## config.mk

```make
export PLATFORM = sky130hd
export DESIGN_NAME = spi_reg_bank
export DESIGN_NICKNAME = d
export VERILOG_FILES = /design/src/rtl/spi_reg_bank.sv
export SDC_FILE = /design/constraint.sdc
export NUM_CORES = 1
export LEC_CHECK = 0
export BUFFER_PORTS_ARGS = -buffer_cell sky130_fd_sc_hd__clkbuf_2
export CORE_ASPECT_RATIO = 0.75
export CORE_MARGIN = 1
export CORE_UTILIZATION = 50
export CTS_CLUSTER_DIAMETER = 30
export DETAILED_ROUTE_END_ITERATION = 10
export GPL_TIMING_DRIVEN = 0
export PLACE_DENSITY = 0.71
export SLEW_MARGIN = 20
export SYNTH_ARGS = -nofsm -noshare
export SYNTH_HDL_FRONTEND = slang
export SYNTH_SLANG_ARGS = --single-unit
export TNS_END_PERCENT = 5
```

## constraint.sdc

```tcl
create_clock -name clk -period 6.75 [get_ports clk]
set_clock_uncertainty 0.2 [all_clocks]
set_input_delay 1.35 -clock clk [delete_from_list [all_inputs] [get_ports clk]]
set_output_delay 1.35 -clock clk [all_outputs]
set_load 0.03 [all_outputs]
```

## src/rtl/spi_reg_bank.sv

```systemverilog
// SPI mode-0 slave register bank: N_REG x NBIT registers at BASE_ADR, write and read-back on miso.
// Optional burst auto-increment across consecutive registers is enabled by SPI_REG_BANK_AUTOINC_EN.
module spi_reg_bank #(
  parameter int              NBIT     = 16,
  parameter int              N_REG    = 4,
  parameter int              BASE_ADR = 1,
  parameter logic [NBIT-1:0] RST_VAL  = '0
) (
  input  logic                  clk,
  input  logic                  rst,
  input  logic                  sclk,
  input  logic                  cs,
  input  logic                  mosi,
  output logic                  miso,
  output logic [N_REG*NBIT-1:0] out,
  output logic [N_REG-1:0]      wr_stb,
  output logic                  busy
);

  localparam int IW = (N_REG > 1) ? $clog2(N_REG) : 1;

  typedef enum logic [2:0] {IDLE, ADDR, WR_DATA, RD_DATA, SKIP} state_t;

  state_t          state;
  logic [4:0]      sclk_sr;
  logic [4:0]      cs_sr;
  logic [2:0]      mosi_sr;
  logic [5:0]      cnt;
  logic [NBIT-1:0] sh;
  logic [NBIT-1:0] rd_sr;
  logic [IW-1:0]   idx;
  logic            hold;
  logic [NBIT-1:0] regs [N_REG];

  logic            sclk_rise, sclk_fall, cs_rise, cs_fall;
  logic            mosi_b;
  logic [7:0]      adr_byte;
  logic [6:0]      adr_off;
  logic [IW-1:0]   adr_idx;
  logic [IW-1:0]   nidx;
  logic            in_range;
  logic [NBIT-1:0] word;
  logic            unused;

  assign sclk_rise = (sclk_sr[3:1] == 3'b011);
  assign sclk_fall = (sclk_sr[3:1] == 3'b110);
  assign cs_fall   = (cs_sr[3:1] == 3'b110);
  assign cs_rise   = (cs_sr[3:1] == 3'b011);

  // mosi is delayed to the same depth as tap 2 of the sclk synchroniser
  assign mosi_b   = mosi_sr[2];
  assign adr_byte = {sh[6:0], mosi_b};
  assign adr_off  = adr_byte[6:0] - 7'(BASE_ADR);
  assign adr_idx  = adr_off[IW-1:0];
  assign in_range = ({1'b0, adr_byte[6:0]} >= 8'(BASE_ADR)) &&
                    ({1'b0, adr_byte[6:0]} <  8'(BASE_ADR + N_REG));
  assign word     = {sh[NBIT-2:0], mosi_b};
  assign nidx     = idx + IW'(1);
  assign unused   = ^{sclk_sr[4], cs_sr[4], adr_off[6:IW], sh[NBIT-1], rd_sr[NBIT-1], nidx};

  for (genvar k = 0; k < N_REG; k++) begin : g_out
    assign out[k*NBIT +: NBIT] = regs[k];
  end

  always_ff @(posedge clk or negedge rst) begin
    if (!rst) begin
      state   <= IDLE;
      sclk_sr <= '0;
      cs_sr   <= '0;
      mosi_sr <= '0;
      cnt     <= '0;
      sh      <= '0;
      rd_sr   <= '0;
      idx     <= '0;
      hold    <= 1'b0;
      miso    <= 1'b1;
      busy    <= 1'b0;
      wr_stb  <= '0;
      for (int k = 0; k < N_REG; k++) regs[k] <= RST_VAL;
    end else begin
      sclk_sr <= {sclk_sr[3:0], sclk};
      cs_sr   <= {cs_sr[3:0], cs};
      mosi_sr <= {mosi_sr[1:0], mosi};
      wr_stb  <= '0;
      if (cs_rise) begin
        state <= IDLE;
        busy  <= 1'b0;
        miso  <= 1'b1;
        cnt   <= '0;
        hold  <= 1'b0;
      end else if (cs_fall) begin
        state <= ADDR;
        busy  <= 1'b1;
        miso  <= 1'b1;
        cnt   <= '0;
        hold  <= 1'b0;
      end else begin
        case (state)
          IDLE: ;
          ADDR: begin
            if (sclk_rise) begin
              sh  <= word;
              cnt <= cnt + 6'd1;
              if (cnt == 6'd7) begin
                cnt <= '0;
                if (!in_range) begin
                  state <= SKIP;
                end else begin
                  idx <= adr_idx;
                  if (adr_byte[7]) begin
                    state <= WR_DATA;
                  end else begin
                    // first data bit must be on miso before the next rise, so skip the coming fall
                    state <= RD_DATA;
                    rd_sr <= regs[adr_idx];
                    miso  <= regs[adr_idx][NBIT-1];
                    hold  <= 1'b1;
                  end
                end
              end
            end
          end
          WR_DATA: begin
            if (sclk_rise) begin
              sh  <= word;
              cnt <= cnt + 6'd1;
              if (cnt == 6'(NBIT-1)) begin
                cnt         <= '0;
                regs[idx]   <= word;
                wr_stb[idx] <= 1'b1;
`ifdef SPI_REG_BANK_AUTOINC_EN
                if (idx == IW'(N_REG-1)) state <= SKIP;
                else                     idx   <= nidx;
`else
                state <= SKIP;
`endif
              end
            end
          end
          RD_DATA: begin
            if (sclk_fall) begin
              if (hold) begin
                hold <= 1'b0;
              end else begin
                rd_sr <= {rd_sr[NBIT-2:0], 1'b0};
                miso  <= rd_sr[NBIT-2];
              end
            end
            if (sclk_rise) begin
              cnt <= cnt + 6'd1;
              if (cnt == 6'(NBIT-1)) begin
                cnt <= '0;
`ifdef SPI_REG_BANK_AUTOINC_EN
                if (idx == IW'(N_REG-1)) begin
                  state <= SKIP;
                  miso  <= 1'b1;
                end else begin
                  idx   <= nidx;
                  rd_sr <= regs[nidx];
                  miso  <= regs[nidx][NBIT-1];
                  hold  <= 1'b1;
                end
`else
                state <= SKIP;
                miso  <= 1'b1;
`endif
              end
            end
          end
          SKIP:    miso  <= 1'b1;
          default: state <= IDLE;
        endcase
      end
    end
  end

endmodule

```

==> results.cfg, run 1 <==
[clock_network]
cts-root-buf = clkbuf_16
ctsHoldBuffers = 0
postCtsResizedCells = 0
postCtsSetupBuffers = 0
cts_buffer_depth = 2
cts-buffers-inserted = 17
htree_levels = 4
numClockSinks = 123
clk_latency_ns = 0.42
path_clk_slew_ns = 0.06
cts_tree = built

[synthesis]
netlist_top_cells_count = dfrtp_1 (122), mux2_2 (96), mux4_2 (16)
synth_edf_count = 0
synth_cells = 377
synthFlopType = dfrtp_1
synth-seq-area-share_pct = 56.1
synth_cell_types = 49
ys_seq_elements = 123
synth_area_leaders = dfrtp_1 (56%), mux2_2 (20%), mux4_2 (6.6%)
ys_warn_count = 0
syn_area_per_cell_um2 = 14.5
post-synth-top-count-cell = dfrtp_1
yosys.area.top_type = dfrtp_1
yosysTopAreaCellShare_pct = 55.7
synthesis.nets = 384
async_reset_ff_share_pct = 100
synth_area_mm2 = 0.00548

[floorplanning]
coreArea_mm2 = 0.0105
die_h_um = 92.7
initial_core_util_pct = 52.3
die_width_um = 123
fp-row-count = 32
ios = 75
die-area_mm2 = 0.0114

[layout]
n_fill_cell = 811
syn2layout_area_growth_pct = 20.9
finalNetCount = 478
regArea_mm2 = 0.00308
multi_input_area_mm2 = 0.00225
final_area_mm2 = 0.00663
drive_gt1_share_pct = 50.8
diodes = 0

[grt]
grt_antenna_before_repair = 0
track_usage_pct = 22.7
grt_max_degree = 82
grt.overflow.total = 0
grt_pass1_wl_um = 18900
grt_pass1_vias = 3580

[routing]
routedWlPerCell_um = 19.0
initialDrtViolationCount = 166
dr_total_vias = 3500
ant_nets = 0
first_pass_iters = 5
via_per_inst = 5.65
routed_wl_um = 11800
drc = 0

[timing]
finalSetupViolations = 0
max-slew-margin-rel_pct = 37.5
hold_viol = 0
rsz0062_at_grt = no
setup-tns-final_ns = 0
clock.fmax_ghz = 0.298
period_share_pct = 49.6
fin_crit_ns = 3.35
holdWs_ns = 0.148
worst_pin_slew_ns = 0.938
slew_viol_final = 0

[worst_setup_path]
required_ns = 6.84
crit_arrival_ns = 3.44
crit_slowest_cell = nor3_2
cp_common_cell = buf_6
crit_chain = ha_1, and4bb_1, buf_6, nand2_2, or4_4, buf_6, nor3_2, buf_4, mux2_2
critPathMaxFanout = 10
slowest_delay_ns = 0.59
path_class = register to register
end_kind = register
startpoint_type = register

[run]
drv_cap = 0

[placement]
hpwl_um = 7960
io_buffer_count = 74
postPlaceCellArea_mm2 = 0.00607
place_congestion = 0.821

[pwr]
powerDensity_mw_per_mm2 = 259
max-vdd-ir-drop_v = 0.000254
total_leakage_power_nw = 3.31

[status]
status = completed

[min_path]
hold_class = register to register
-- routing by layer --
layer,GRT usage [%],up-vias,share of wire [%]
li1,-,1583,-
met1,31.8,1822,47
met2,33.7,84,47
met3,6.40,11,5.1
met4,8.13,0,1.3
met5,0,-,0
-- sequential cells by signal, summed over array words and instances (netlist names) --
name,flops
out,64
rd_sr,15
sh,15
cnt,6
cs_sr,4
sclk_sr,4
wr_stb,4
mosi_sr,3
state,3
idx,2
busy,1
hold,1
miso,1
-- cell type report --
| type | instances | area share [%] |
|---|---|---|
| flip-flops and latches | 123 | 46.4 |
| clock inverters | 15 | 2.11 |
| multi-input cells | 225 | 33.9 |
| clock buffers | 17 | 6.42 |
| plain buffers | 21 | 1.96 |
| inverters | 8 | 0.453 |
| repair buffers | 75 | 6.13 |
| well taps | 136 | 2.57 |
-- report_power, final --
group | switching, mW | leakage [nW] | internal (mW)
combinational | 0.0630 | 1.36 | 0.0311
sequential | 0.0132 | 1.68 | 0.749
clock | 0.352 | 0.267 | 0.511
total | 0.428 | 3.31 | 1.29
-- critical path: cells and delay by family (launching register included) --
family	cells	cell delay, ns
simple gates	4	1.41
buf+inv	3	0.63
mux	1	0.36
fa+ha+maj	1	0.22
flops	1	0.40
-- per-stage QoR --
stage	total power, mW	worst slack [ns]	cells	utilization [%]
after floorplan	0.826	3.98	377	-
after detailed placement	0.869	3.43	588	57.8
after global routing	1.78	3.29	620	63.2
after CTS	1.73	3.39	620	63.2
after global placement	0.865	2.31	587	57.4
final	1.72	3.40	620	63.2
-- logic make-up after synthesis --
kind of cell             count (synthesis)  share of synthesized area, %
multiplexers                           126                          29.8
flip-flops                             123                          56.1
AND/OR/NAND/NOR                         60                          6.30
AO/OA/AOI/OAI                           32                          3.63
buffers and inverters                   29                          2.92
XOR/XNOR                                 5                         0.799
adder cells (fa/ha/maj)                  2                         0.456
-- path summary, 6_finish.rpt --
| check | endpoint | slack, ns | start | cells past startpoint |
|---|---|---|---|---|
| setup reg to reg | out[40] | 3.40 | cnt[0] | 9 |
| max in group asynchronous | miso | 4.96 | rst | 2 |
| hold reg to reg | mosi_sr[1] | 0.15 | mosi_sr[0] | 0 |
| min in group asynchronous | out[49] | 0.66 | rst | 1 |
| setup / recovery | out[40] | 3.40 | cnt[0] | 9 |
| hold / removal | mosi_sr[1] | 0.15 | mosi_sr[0] | 0 |
-- layout by cell type (no fill, tap or decap), types with 3 or more instances in the layout --
cell type,count
or4_1,3
nor3_2,4
nand2_1,12
mux2_2,96
buf_4,3
o21ai_0,6
clkbuf_2,73
nand3_1,5
mux2_4,10
or3_1,3
clkinv_4,3
dfrtp_1,122
mux2i_1,4
buf_1,5
clkbuf_1,8
a21oi_1,13
inv_1,8
nor3_1,8
mux4_2,16
xnor2_1,3
nor2_1,8
buf_6,3
inv_6,5
nand2b_1,3
clkbuf_16,17
clkinvlp_4,4
No activity file was read; power rests on OpenSTA's default activity.
==> run 2: changes to the inputs <==
Settings changed: ABC_AREA from default to 1, PLACE_DENSITY 0.71 to 0.73.
Clock period 6.75 ns to 2.9 ns, I/O delays scaled along.
==> run 2 against run 1 <==
Effect of this change: setup slack worse by 3.1 ns; core utilization decreased by 0.76 points; critical path depth up 1; non-clock buffer count is 10 higher; wire length grew 33%; largest power group unchanged.
==> results.cfg, run 2 <==
[floorplanning]
coreArea_mm2 = 0.0109
ios = 75
die_width_um = 125
fp-row-count = 33
die_h_um = 94.1
initial_core_util_pct = 51.6
die-area_mm2 = 0.0117

[clock_network]
numClockSinks = 123
postCtsResizedCells = 0
cts_buffer_depth = 2
htree_levels = 4
clk_latency_ns = 0.42
cts-buffers-inserted = 17
cts_tree = built
cts-root-buf = clkbuf_16
postCtsSetupBuffers = 0
path_clk_slew_ns = 0.06

[layout]
drive_gt1_share_pct = 23.4
syn2layout_area_growth_pct = 21.0
final_common_cell = nand2_1
multi_input_area_mm2 = 0.00218
fin_util_pct = 62.5
largest_reg_flops = 64
final_cells = 908
layout_common_cells = nand2_1 (247), dfrtp_1 (122), nand3_1 (80), clkbuf_2 (73), o21ai_1 (47)
regArea_mm2 = 0.00308
diodes = 0
finalNetCount = 763
n_fill_cell = 905

[synthesis]
async_reset_ff_share_pct = 100
synth_cells = 661
ys_warn_count = 0
synth_area_leaders = dfrtp_1 (54%), nand2_1 (16%), nand3_1 (7.1%)
ys_seq_elements = 123
syn_area_per_cell_um2 = 8.55
synthesis.nets = 668
post-synth-top-count-cell = nand2_1
yosys.area.top_type = dfrtp_1
netlist_top_cells_count = nand2_1 (247), dfrtp_1 (122), nand3_1 (80)
yosysTopAreaCellShare_pct = 54.0
synth_area_mm2 = 0.00565
synthFlopType = dfrtp_1
synth_edf_count = 0
synth-seq-area-share_pct = 54.5
synth_cell_types = 26

[worst_setup_path]
crit_arrival_ns = 2.67
required_ns = 3.01
path_class = register to register
slowest_delay_ns = 0.45
reg2reg_slack_ns = 0.34
crit_slowest_cell = clkbuf_1
end_kind = register
startpoint_type = register
rr_endpoint = rd_sr[13]
r2r-start = sh[0]
critPathMaxFanout = 10
ff2ff_path_depth = 10
crit_chain = inv_1, ha_1, buf_2, inv_1, clkbuf_1, nand3_1, nand3_1, nand2_1, nand3_1, nand2_1
cp_common_cell = nand3_1

[grt]
grt_antenna_before_repair = 0
grt_max_degree = 65
track_usage_pct = 27.7
grt_pass1_vias = 4637
grt.overflow.total = 0
grt_pass1_wl_um = 24600

[status]
status = completed

[routing]
ant_nets = 0
drc = 0
routedWlPerCell_um = 17.2
initialDrtViolationCount = 629
routed_wl_um = 15600
via_per_inst = 5.58
first_pass_iters = 5
dr_total_vias = 5066

[placement]
place_congestion = 0.879
io_buffer_count = 74
place_inst = 876
hpwl_um = 10800

[pwr]
max-vdd-ir-drop_v = 0.000578
p_int_mw = 3.53
switching_share_pct = 31.8
clockPowerShare_pct = 41.1
combPwrFrac_pct = 20.2
seqPwrFrac_pct = 38.7
switchingPower_mw = 1.64
total_leakage_power_nw = 3.36
powerDensity_mw_per_mm2 = 757

[timing]
fin_crit_ns = 2.56
max-slew-margin-rel_pct = 59.2
finalSetupViolations = 0
rsz0062_at_grt = no
clock.fmax_ghz = 0.391
slew_viol_final = 0
hold_viol = 0
worst_pin_slew_ns = 0.613
period_share_pct = 88.3

[min_path]
whs_path_depth = 1
holdCritStartpoint = mosi
min_to = mosi_sr[0]
hold_class = input pin to register

[run]
drv_cap = 0
-- run 2: area by class of cell --
type | instances | area share, %
buffer | 30 | 3.31
clock buffer | 19 | 6.63
clock inverter | 12 | 2.05
inverter | 42 | 2.33
multi-input combinational | 466 | 32.0
sequential | 123 | 45.1
tap | 140 | 2.56
timing repair buffer | 76 | 6.10
-- run 2: repair_timing --
action                                 in CTS  in global routing
hold buffers                                1                  0
endpoints found under the hold margin      59                  0
setup endpoints to repair                   0                  0
-- run 2: critical path, delay by kind of cell, from the launching register on --
kind          cells  cell delay (ns)
simple gates      5             0.48
flops             1             0.41
fa+ha+maj         1             0.27
buf+inv           4             1.08
-- run 2: worst max path at each step --
stage,from,endpoint,slack (ns),cells past startpoint
CTS,sh[0],rd_sr[8],0.38,10
finish,sh[0],rd_sr[13],0.34,10
floorplan,sh[0],rd_sr[10],0.91,10
global placement,rst,out[32],-0.77,1
global route,sh[0],rd_sr[12],0.23,10
detailed placement,sh[0],rd_sr[13],0.38,10
-- run 2: per-layer routing --
layer / track usage, % / up-vias / routed length (um)
met1: 38.9 / 2472 / 6900
met2: 41.8 / 248 / 7080
met5: 0 / - / 0
li1: - / 2321 / -
met4: 8.94 / 0 / 222
met3: 7.23 / 25 / 1400
-- run 2: cells by family after synthesis --
logic type	after synthesis	synth area share [%]
and+or+nand+nor	366	27.9
DFF	123	54.5
AOI/OAI and AO/OA	98	10.3
buffers and inverters	72	6.82
adders and majority gates	2	0.443
-- run 2: per-stage QoR --
stage	hold slack [ns]	power (mW)	setup WS (ns)	area, um2	TNS, ns
2_1_floorplan	0.0844	2.72	0.909	5650	0
3_3_place_gp	0.132	3.00	-0.773	6190	-93.36
3_5_place_dp	0.146	3.04	0.384	6230	0
4_1_cts	0.0593	5.16	0.376	6830	0
5_1_grt	0.0510	5.41	0.231	6830	0
6_report	0.0590	5.18	0.339	6830	0
-- run 2: power by group through the flow --
| stage | clock network (mW) | logic (mW) | registers, mW |
|---|---|---|---|
| detailed placement | 0 | 1.02 | 2.02 |
| finish | 2.13 | 1.05 | 2.00 |
| floorplan | 0 | 0.701 | 2.02 |
| global route | 2.23 | 1.16 | 2.02 |
| global placement | 0 | 0.979 | 2.02 |
| CTS | 2.13 | 1.03 | 2.00 |
